**src/rtl/rv32i_pkg.sv**
```systemverilog
// Shared RV32 definitions: M-extension funct3 encodings (also used by the decoder)
// and the state encoding of the iterative multiply/divide unit.
package rv32i_pkg;

  typedef enum logic [2:0] {
    OP_MUL    = 3'b000,
    OP_MULH   = 3'b001,
    OP_MULHSU = 3'b010,
    OP_MULHU  = 3'b011,
    OP_DIV    = 3'b100,
    OP_DIVU   = 3'b101,
    OP_REM    = 3'b110,
    OP_REMU   = 3'b111
  } muldiv_op_e;

  localparam logic [1:0] MD_IDLE = 2'd0;
  localparam logic [1:0] MD_CALC = 2'd1;
  localparam logic [1:0] MD_FIX  = 2'd2;

  typedef enum logic [1:0] {
    ST_IDLE = MD_IDLE,
    ST_CALC = MD_CALC,
    ST_FIX  = MD_FIX
  } md_state_e;

endpackage

```
**src/rtl/muldiv_unit.sv**
```systemverilog
// Iterative RV32M multiply/divide unit: shift-add multiply, restoring divide,
// one iteration per cycle, sign correction in a final FIX cycle.
module muldiv_unit
  import rv32i_pkg::*;
#(
  parameter int XLEN = 32
) (
  input  logic            clk,
  input  logic            rst,
  input  logic            start,
  input  logic [2:0]      op,
  input  logic [XLEN-1:0] A,
  input  logic [XLEN-1:0] B,
  output logic            busy,
  output logic            done,
  output logic [XLEN-1:0] result
);

  localparam int CW = $clog2(XLEN) + 1;
  localparam logic [XLEN-1:0] MIN_NEG = {1'b1, {(XLEN-1){1'b0}}};

  md_state_e         state_q, state_d;
  muldiv_op_e        op_q, op_d, op_in;
  logic              sa_q, sa_d, sb_q, sb_d;
  logic [CW-1:0]     cnt_q, cnt_d;
  logic              done_q, done_d;
  logic [XLEN-1:0]   result_q, result_d;
  logic [XLEN-1:0]   opnd_q, opnd_d;
  logic [2*XLEN-1:0] acc_q, acc_d;

  logic              sgn_a_in, sgn_b_in, div_zero, div_ovf;
  logic [XLEN:0]     part, diff, sum;
  logic [2*XLEN-1:0] prod_fix;
  logic [XLEN-1:0]   quo_fix, rem_fix;

  function automatic logic [XLEN-1:0] cneg(input logic [XLEN-1:0] v, input logic neg);
    return neg ? (~v + 1'b1) : v;
  endfunction

  function automatic logic [2*XLEN-1:0] cneg2(input logic [2*XLEN-1:0] v, input logic neg);
    return neg ? (~v + 1'b1) : v;
  endfunction

  always_comb begin
    op_in    = muldiv_op_e'(op);
    sgn_a_in = ((op_in == OP_MULH) || (op_in == OP_MULHSU) ||
                (op_in == OP_DIV)  || (op_in == OP_REM)) && A[XLEN-1];
    sgn_b_in = ((op_in == OP_MULH) || (op_in == OP_DIV) || (op_in == OP_REM)) && B[XLEN-1];
    div_zero = (B == '0);
    div_ovf  = ((op_in == OP_DIV) || (op_in == OP_REM)) && (A == MIN_NEG) && (B == '1);

    part     = acc_q[2*XLEN-1:XLEN-1];
    diff     = part - {1'b0, opnd_q};
    sum      = {1'b0, acc_q[2*XLEN-1:XLEN]} + (acc_q[0] ? {1'b0, opnd_q} : '0);
    prod_fix = cneg2(acc_q, sa_q ^ sb_q);
    quo_fix  = cneg(acc_q[XLEN-1:0], sa_q ^ sb_q);
    rem_fix  = cneg(acc_q[2*XLEN-1:XLEN], sa_q);

    state_d  = state_q;
    op_d     = op_q;
    sa_d     = sa_q;
    sb_d     = sb_q;
    cnt_d    = cnt_q;
    done_d   = 1'b0;
    result_d = result_q;
    opnd_d   = opnd_q;
    acc_d    = acc_q;

    unique case (state_q)
      ST_IDLE: begin
        if (start) begin
          op_d  = op_in;
          sa_d  = sgn_a_in;
          sb_d  = sgn_b_in;
          cnt_d = '0;
          if (op_in[2] && (div_zero || div_ovf)) begin
            // Architectural special cases resolve without iterating
            done_d = 1'b1;
            if (div_zero) result_d = op_in[1] ? A : '1;
            else          result_d = op_in[1] ? '0 : MIN_NEG;
          end else if (op_in[2]) begin
            state_d = ST_CALC;
            acc_d   = {{XLEN{1'b0}}, cneg(A, sgn_a_in)};
            opnd_d  = cneg(B, sgn_b_in);
          end else begin
            state_d = ST_CALC;
            acc_d   = {{XLEN{1'b0}}, cneg(B, sgn_b_in)};
            opnd_d  = cneg(A, sgn_a_in);
          end
        end
      end
      ST_CALC: begin
        cnt_d = cnt_q + 1'b1;
        if (cnt_q == CW'(XLEN - 1)) state_d = ST_FIX;
        if (op_q[2]) begin
          // A clear top bit of diff means the trial subtraction did not borrow
          if (!diff[XLEN]) acc_d = {diff[XLEN-1:0], acc_q[XLEN-2:0], 1'b1};
          else             acc_d = {acc_q[2*XLEN-2:0], 1'b0};
        end else begin
          acc_d = {sum, acc_q[XLEN-1:1]};
        end
      end
      ST_FIX: begin
        state_d = ST_IDLE;
        done_d  = 1'b1;
        if (op_q[2])              result_d = op_q[1] ? rem_fix : quo_fix;
        else if (op_q == OP_MUL)  result_d = prod_fix[XLEN-1:0];
        else                      result_d = prod_fix[2*XLEN-1:XLEN];
      end
      default: state_d = ST_IDLE;
    endcase
  end

  always_ff @(posedge clk) begin
    if (rst) begin
      state_q  <= ST_IDLE;
      cnt_q    <= '0;
      done_q   <= 1'b0;
      result_q <= '0;
    end else begin
      state_q  <= state_d;
      cnt_q    <= cnt_d;
      done_q   <= done_d;
      result_q <= result_d;
    end
  end

  always_ff @(posedge clk) begin
    op_q   <= op_d;
    sa_q   <= sa_d;
    sb_q   <= sb_d;
    opnd_q <= opnd_d;
    acc_q  <= acc_d;
  end

  assign busy   = (state_q != ST_IDLE);
  assign done   = done_q;
  assign result = result_q;

endmodule

```
**config.mk**
```make
export PLATFORM = sky130hd
export DESIGN_NAME = muldiv_unit
export DESIGN_NICKNAME = d
export VERILOG_FILES = /design/src/rtl/rv32i_pkg.sv /design/src/rtl/muldiv_unit.sv
export SDC_FILE = /design/constraint.sdc
export NUM_CORES = 1
export LEC_CHECK = 0
export BUFFER_PORTS_ARGS = -buffer_cell sky130_fd_sc_hd__buf_2
export CORE_MARGIN = 5
export CORE_UTILIZATION = 55
export DETAILED_ROUTE_END_ITERATION = 12
export PLACE_DENSITY = 0.74
export SYNTH_ARGS = -nofsm -noshare
export SYNTH_HDL_FRONTEND = slang
export SYNTH_SLANG_ARGS = --single-unit
export TNS_END_PERCENT = 20
```
**constraint.sdc**
```tcl
create_clock -name clk -period 7 [get_ports clk]
set_input_delay 2.1 -clock clk [delete_from_list [all_inputs] [get_ports clk]]
set_output_delay 2.1 -clock clk [all_outputs]
set_load 0.05 [all_outputs]
```
Yosys cells after proc, flatten, opt, wreduce, memory -nomap -nowiden
Index checks and enable logic that the tools add are counted.
{"block": "totals", "inputBits": 70, "out_inout_bits": 34, "register_bits": 142, "wordCells": 92}
{"block": "classes", "reduce_logical": 24, "n_eq_ne": 13, "n_mux": 31, "bitwise_logic": 7, "n_addsub": 8}
{"operator": "$mux W32", "count": 15}
{"operator": "$mux W64", "count": 5}
{"operator": "$add A32 B1 Y32 const B", "count": 4}
{"operator": "$not A32 Y32", "count": 4}
{"operator": "$pmux W64 S2", "count": 1}
{"operator": "$add A64 B1 Y64 const B", "count": 1}
{"operator": "$eq A32 B32 Y1 const B", "count": 2}
{"operator": "$not A64 Y64", "count": 1}
{"operator": "$pmux W32 S2", "count": 1}
{"operator": "$add A32 B32 Y33", "count": 1}
{"operator": "$sub A33 B32 Y33", "count": 1}
{"operator": "$logic_not A32 Y1", "count": 1}
{"operator": "$pmux W6 S2", "count": 1}
{"operator": "$reduce_and A3 Y1", "count": 4}
{"operator": "$ne A2 B2 Y1 const B", "count": 4}
{"operator": "$logic_or A1 B1 Y1", "count": 7}
{"operator": "$add A6 B1 Y6 const B", "count": 1}
{"operator": "$eq A3 B3 Y1 const B", "count": 2}
{"operator": "$eq A6 B5 Y1 const B", "count": 1}
{"operator": "$mux W2", "count": 3}
{"operator": "$mux W6", "count": 1}
{"operator": "$reduce_bool A2 Y1", "count": 3}
{"operator": "$logic_and A1 B1 Y1", "count": 5}
{"operator": "$pmux W2 S2", "count": 1}
{"operator": "11 further kinds", "count": 13}

Longest topological paths before layout
{"block": "logic_depth", "ltp_word": 10, "ltp_mapped": 13, "mapped_depth_nobuf": 12}

Least setup slack after synthesis
No wires, ideal clock.
{"block": "synth_path", "kind": "input to register", "startpoint": "input port A[0]", "endpoint": "register acc_q[0], enable pin", "setup_slack_ns": 0.379, "path_stages": 8, "setup_time_ns": 0.426, "path_buffers": 0, "arrival_ns": 6.196, "cell_sequence": "inv_1 -> ha_1 -> nor3b_1 -> nand2_1 -> or3_4 -> o21ai_2 -> a21oi_1 -> or2_1"}
{"block": "synth_between", "elab_chain_len": 7}
{"item": "from (decl)", "line_no": "muldiv_unit.sv:12", "source": "input logic [XLEN-1:0] A,"}
{"item": "$eq A32 B32 Y1", "line_no": "muldiv_unit.sv:50", "source": "div_ovf = ((op_in == OP_DIV) || (op_in == OP_REM)) && (A == MIN_NEG) && (B == '1);"}
{"item": "$logic_and A1 B1 Y1 (2 in a row)", "line_no": "muldiv_unit.sv:50"}
{"item": "$logic_or A1 B1 Y1", "line_no": "muldiv_unit.sv:76", "source": "if (op_in[2] && (div_zero || div_ovf)) begin"}
{"item": "$logic_and A1 B1 Y1", "line_no": "muldiv_unit.sv:76"}
{"item": "$ne A2 B2 Y1 (no line)"}
{"item": "$reduce_and A3 Y1 (no line)"}
{"item": "to (signal assigned)", "line_no": "muldiv_unit.sv:133", "source": "acc_q <= acc_d;"}
{"item": "to (decl)", "line_no": "muldiv_unit.sv:29", "source": "logic [2*XLEN-1:0] acc_q, acc_d;"}
No other way between the ends.
A chain may end at the register's enable or synchronous reset.

Final worst setup path
{"block": "layout_path", "startpoint": "input port A[17]", "endpoint": "register acc_q[32], enable pin"}
Same word-level chain as after synthesis.

==> flow_summary.toml <==
[critical_path]
critical_path_peak_fanout = 36
critical_path.reg2reg.startpoint = "acc_q[0]$_DFFE_PP_"
crit_path_cell_trace = "buf_2, or4_4, or4_4, or3_4, or3_4, o21ai_2, a21oi_4, or2_2, buf_4"
arrival_ns = 5.46
crit_required_ns = 7.14
critPathCaptureType = "flop"
reg2reg_setup_slack_ns = 2.48
cp-start-kind = "primary input"
worst_case_reg_to_reg_path_depth = 12
type_of_the_worst_setup_path = "primary input to flop"
critical-path-max-stage-delay_ns = 0.60
rr_endpoint = "acc_q[53]$_SDFFCE_PN0P_"
worst_path_slowest_cell = "or2_2"

[final_layout]
stdcell_area_um2 = 15640
syn_to_layout_area_delta_pct = 9.134
finalCoreUtilization_pct = 60.52
mostFrequentLayoutCell = "nand2_1"
total_area_of_multi_input_combinational_cells_um2 = 9867
nets = 1976
sequential_cell_area_um2 = 3854
insertedDiodeCount = 0
most-common-layout-cells = "nand2_1 (168), nor2_1 (167), a21oi_1 (165)"
layout.filler_cells = 2346
final_layout_size_suffix_gt1_share_pct = 10.40

[sta]
period_minus_slack_ns = 5.318
tns_ns = 0
timing.final.hold_violations = 0
timing_max_transition_violations_final = 0
setup_viol = 0
finalCritPeriodShare_pct = 75.97
max_clock_freq_ghz = 0.1880
grt_setup_unrepaired = "no"
worst_slew_pin_slew_ns = 1.238
worst_max_slew_margin_expressed_relative_to_the_limit_pct = 17.43
finalClockSkew_ns = 0.01855

[clock_tree]
cts.sinks = 142
post-cts-setup-buffers = 0
numCtsBuffers = 17
worst_skew_late_latency_ns = 0.45
cts_max_level = 4
ctsResizeCount = 0
cts_tree = "done"
root_buffer_cell = "clkbuf_16"
max-clock-path-buffers = 2
hold_buffers = 0
worst_setup_hold_path_clk_slew_ns = 0.07

[routing]
dr.first_iter.drc_count = 1653
drc = 0
avgViaCountPerCell = 6.527
totalWireLength_mm = 50.11
drtAntennaViolNets = 0
route.vias.total = 14240
wl_per_cell_um = 22.96
drt_pass1_iterations = 6

[logic_synthesis]
synthesis_warning_total = 0
synth_top_flop_cell = "edfxtp_1"
synthesis.area_per_instance_um2 = 7.991
ys_async_sr_fraction_pct = 0
synth_cells = 1793
mappedNetlistArea_um2 = 14330
synth_cell_types = 75
total_nets_after_synthesis = 1935
synth_enable_flop_cells = 101
synth-seq-cells = 142
synth_seq_area_share_pct = 26.90

[floorplanning]
floorplan.die.height_um = 171.4
die_w_um = 171.4
floorplan.initialDensity_pct = 55.45
core_um2 = 25840
fp.dieArea_um2 = 29380
floorplan.rows = 59
ios = 104

[power]
cellPowerDensity_nw_per_um2 = 231.5
vdd_ir_drop_max_v = 0.0001569
reported_leakage_power_nw = 6.474

[status]
status = "finished, final reports clean"

[global_route]
grt_antenna_before_repair = 0
first_global_vias = 13620
grt_first_pass_wirelength_mm = 77.55
grt_max_degree = 57
overflow = 0
grtUsageTotal_pct = 33.86

[place]
placement.io_buffers = 103
dpl_cell_area_um2 = 15060
detailed_place_hpwl_mm = 38.43
gpl.final_weighted_congestion = 1.042

[worst_hold_path]
hold_path.class = "flop to flop"
min_delay_path_depth = 2
hold_path_startpoint = "result[26]$_SDFFE_PP0P_"
hold-path-endpoint = "result[26]$_SDFFE_PP0P_"

[flow_run]
max_cap_violations = 0
registers in the layout, indices dropped and copies added, names as in the netlist:
signal,count
state_q,2
done,1
opnd_q,32
op_q,3
sa_q,1
cnt_q,6
result,32
acc_q,64
sb_q,1
synthesized netlist by cell type (11+ instances only):
cell type	n	area (um2)
inv_1	64	240.2
nor4_1	13	81.33
nand2b_1	21	131.4
a21oi_1	167	835.8
or4_1	18	135.1
nor3_1	39	195.2
nand4_1	27	168.9
nor2b_1	16	100.1
a31oi_1	21	131.4
ha_1	70	875.8
clkbuf_1	90	337.8
dfxtp_1	41	820.8
o21ai_0	116	580.6
or3_1	22	137.6
xnor2_1	92	805.8
nand2_1	168	630.6
o22ai_1	25	156.4
nor2_1	167	626.9
mux2i_1	101	1011
a21o_1	32	240.2
o211ai_1	17	127.6
o21ai_1	22	110.1
xor2_1	115	1007
nand3_1	23	115.1
edfxtp_1	101	3033
o41ai_1	12	105.1
o31ai_1	29	217.7
o21a_1	11	82.58
o221ai_1	15	131.4
a221oi_1	11	96.34
logic make-up (layout without fill, tap and decap cells):
logic type               count (synthesis)  after routing  synth area share, %
buffers and inverters                  167            221                4.532
AND/OR/NAND/NOR                        559            559                18.60
multiplexers                           110            110                7.764
XOR/XNOR                               207            207                12.65
adder cells (fa/ha/maj)                 72             72                6.392
AO/OA/AOI/OAI                          536            536                23.16
flip-flops                             142            142                26.90
power breakdown:
part / internal (mW) / total [mW] / leakage [nW] / switching (mW)
registers: 1.01 / 1.17 / 1.33 / 0.155
logic: 0.610 / 1.52 / 4.86 / 0.910
clock network: 0.485 / 0.931 / 0.287 / 0.446
total: 2.11 / 3.62 / 6.47 / 1.51
layer usage:
metal,global-route usage [%],vias up,wire length [um]
li1,-,6667,-
met1,46.10,6659,20570
met2,52.77,807,22040
met3,7.217,109,5385
met4,13.57,0,2107
met5,0,-,0
worst max path at each step:
stage / startpoint / end / slack, ns / depth (start not counted)
after floorplan: A[0] / acc_q[0]$_DFFE_PP_ / 0.38 / 8
after global placement: A[17] / acc_q[37]$_SDFFCE_PN0P_ / 1.30 / 9
after detailed placement: A[17] / acc_q[37]$_SDFFCE_PN0P_ / 1.22 / 9
after CTS: A[17] / acc_q[13]$_DFFE_PP_ / 1.68 / 9
after global routing: A[17] / acc_q[13]$_DFFE_PP_ / 1.57 / 9
final: A[17] / acc_q[32]$_SDFFCE_PN0P_ / 1.68 / 9
critical path, delay by kind of cell:
| family | cells | cell delay [ns] |
|---|---|---|
| AO/OA/AOI/OAI | 2 | 0.35 |
| AND/OR/NAND/NOR | 5 | 2.43 |
| buffers and inverters | 2 | 0.55 |
through the flow:
stage	hold WS, ns	worst slack (ns)	std cells	total power [mW]
CTS	0.4575	1.683	2182	3.578
detailed placement	0.4495	1.222	2150	2.649
global placement	0.4390	1.304	2150	2.628
finish	0.4543	1.682	2182	3.619
global route	0.4785	1.573	2182	3.803
floorplan	0.4648	0.3787	1793	2.258
area by class of cell:
class / instances / share of cell area [%]
multi-input combinational: 1484 / 63.10
inverter: 65 / 1.560
clock inverter: 14 / 0.8962
timing repair buffer: 124 / 4.305
tap: 335 / 2.681
sequential: 142 / 24.65
clock buffer: 18 / 2.809
Note: power is estimated with default switching activity, not from simulation.
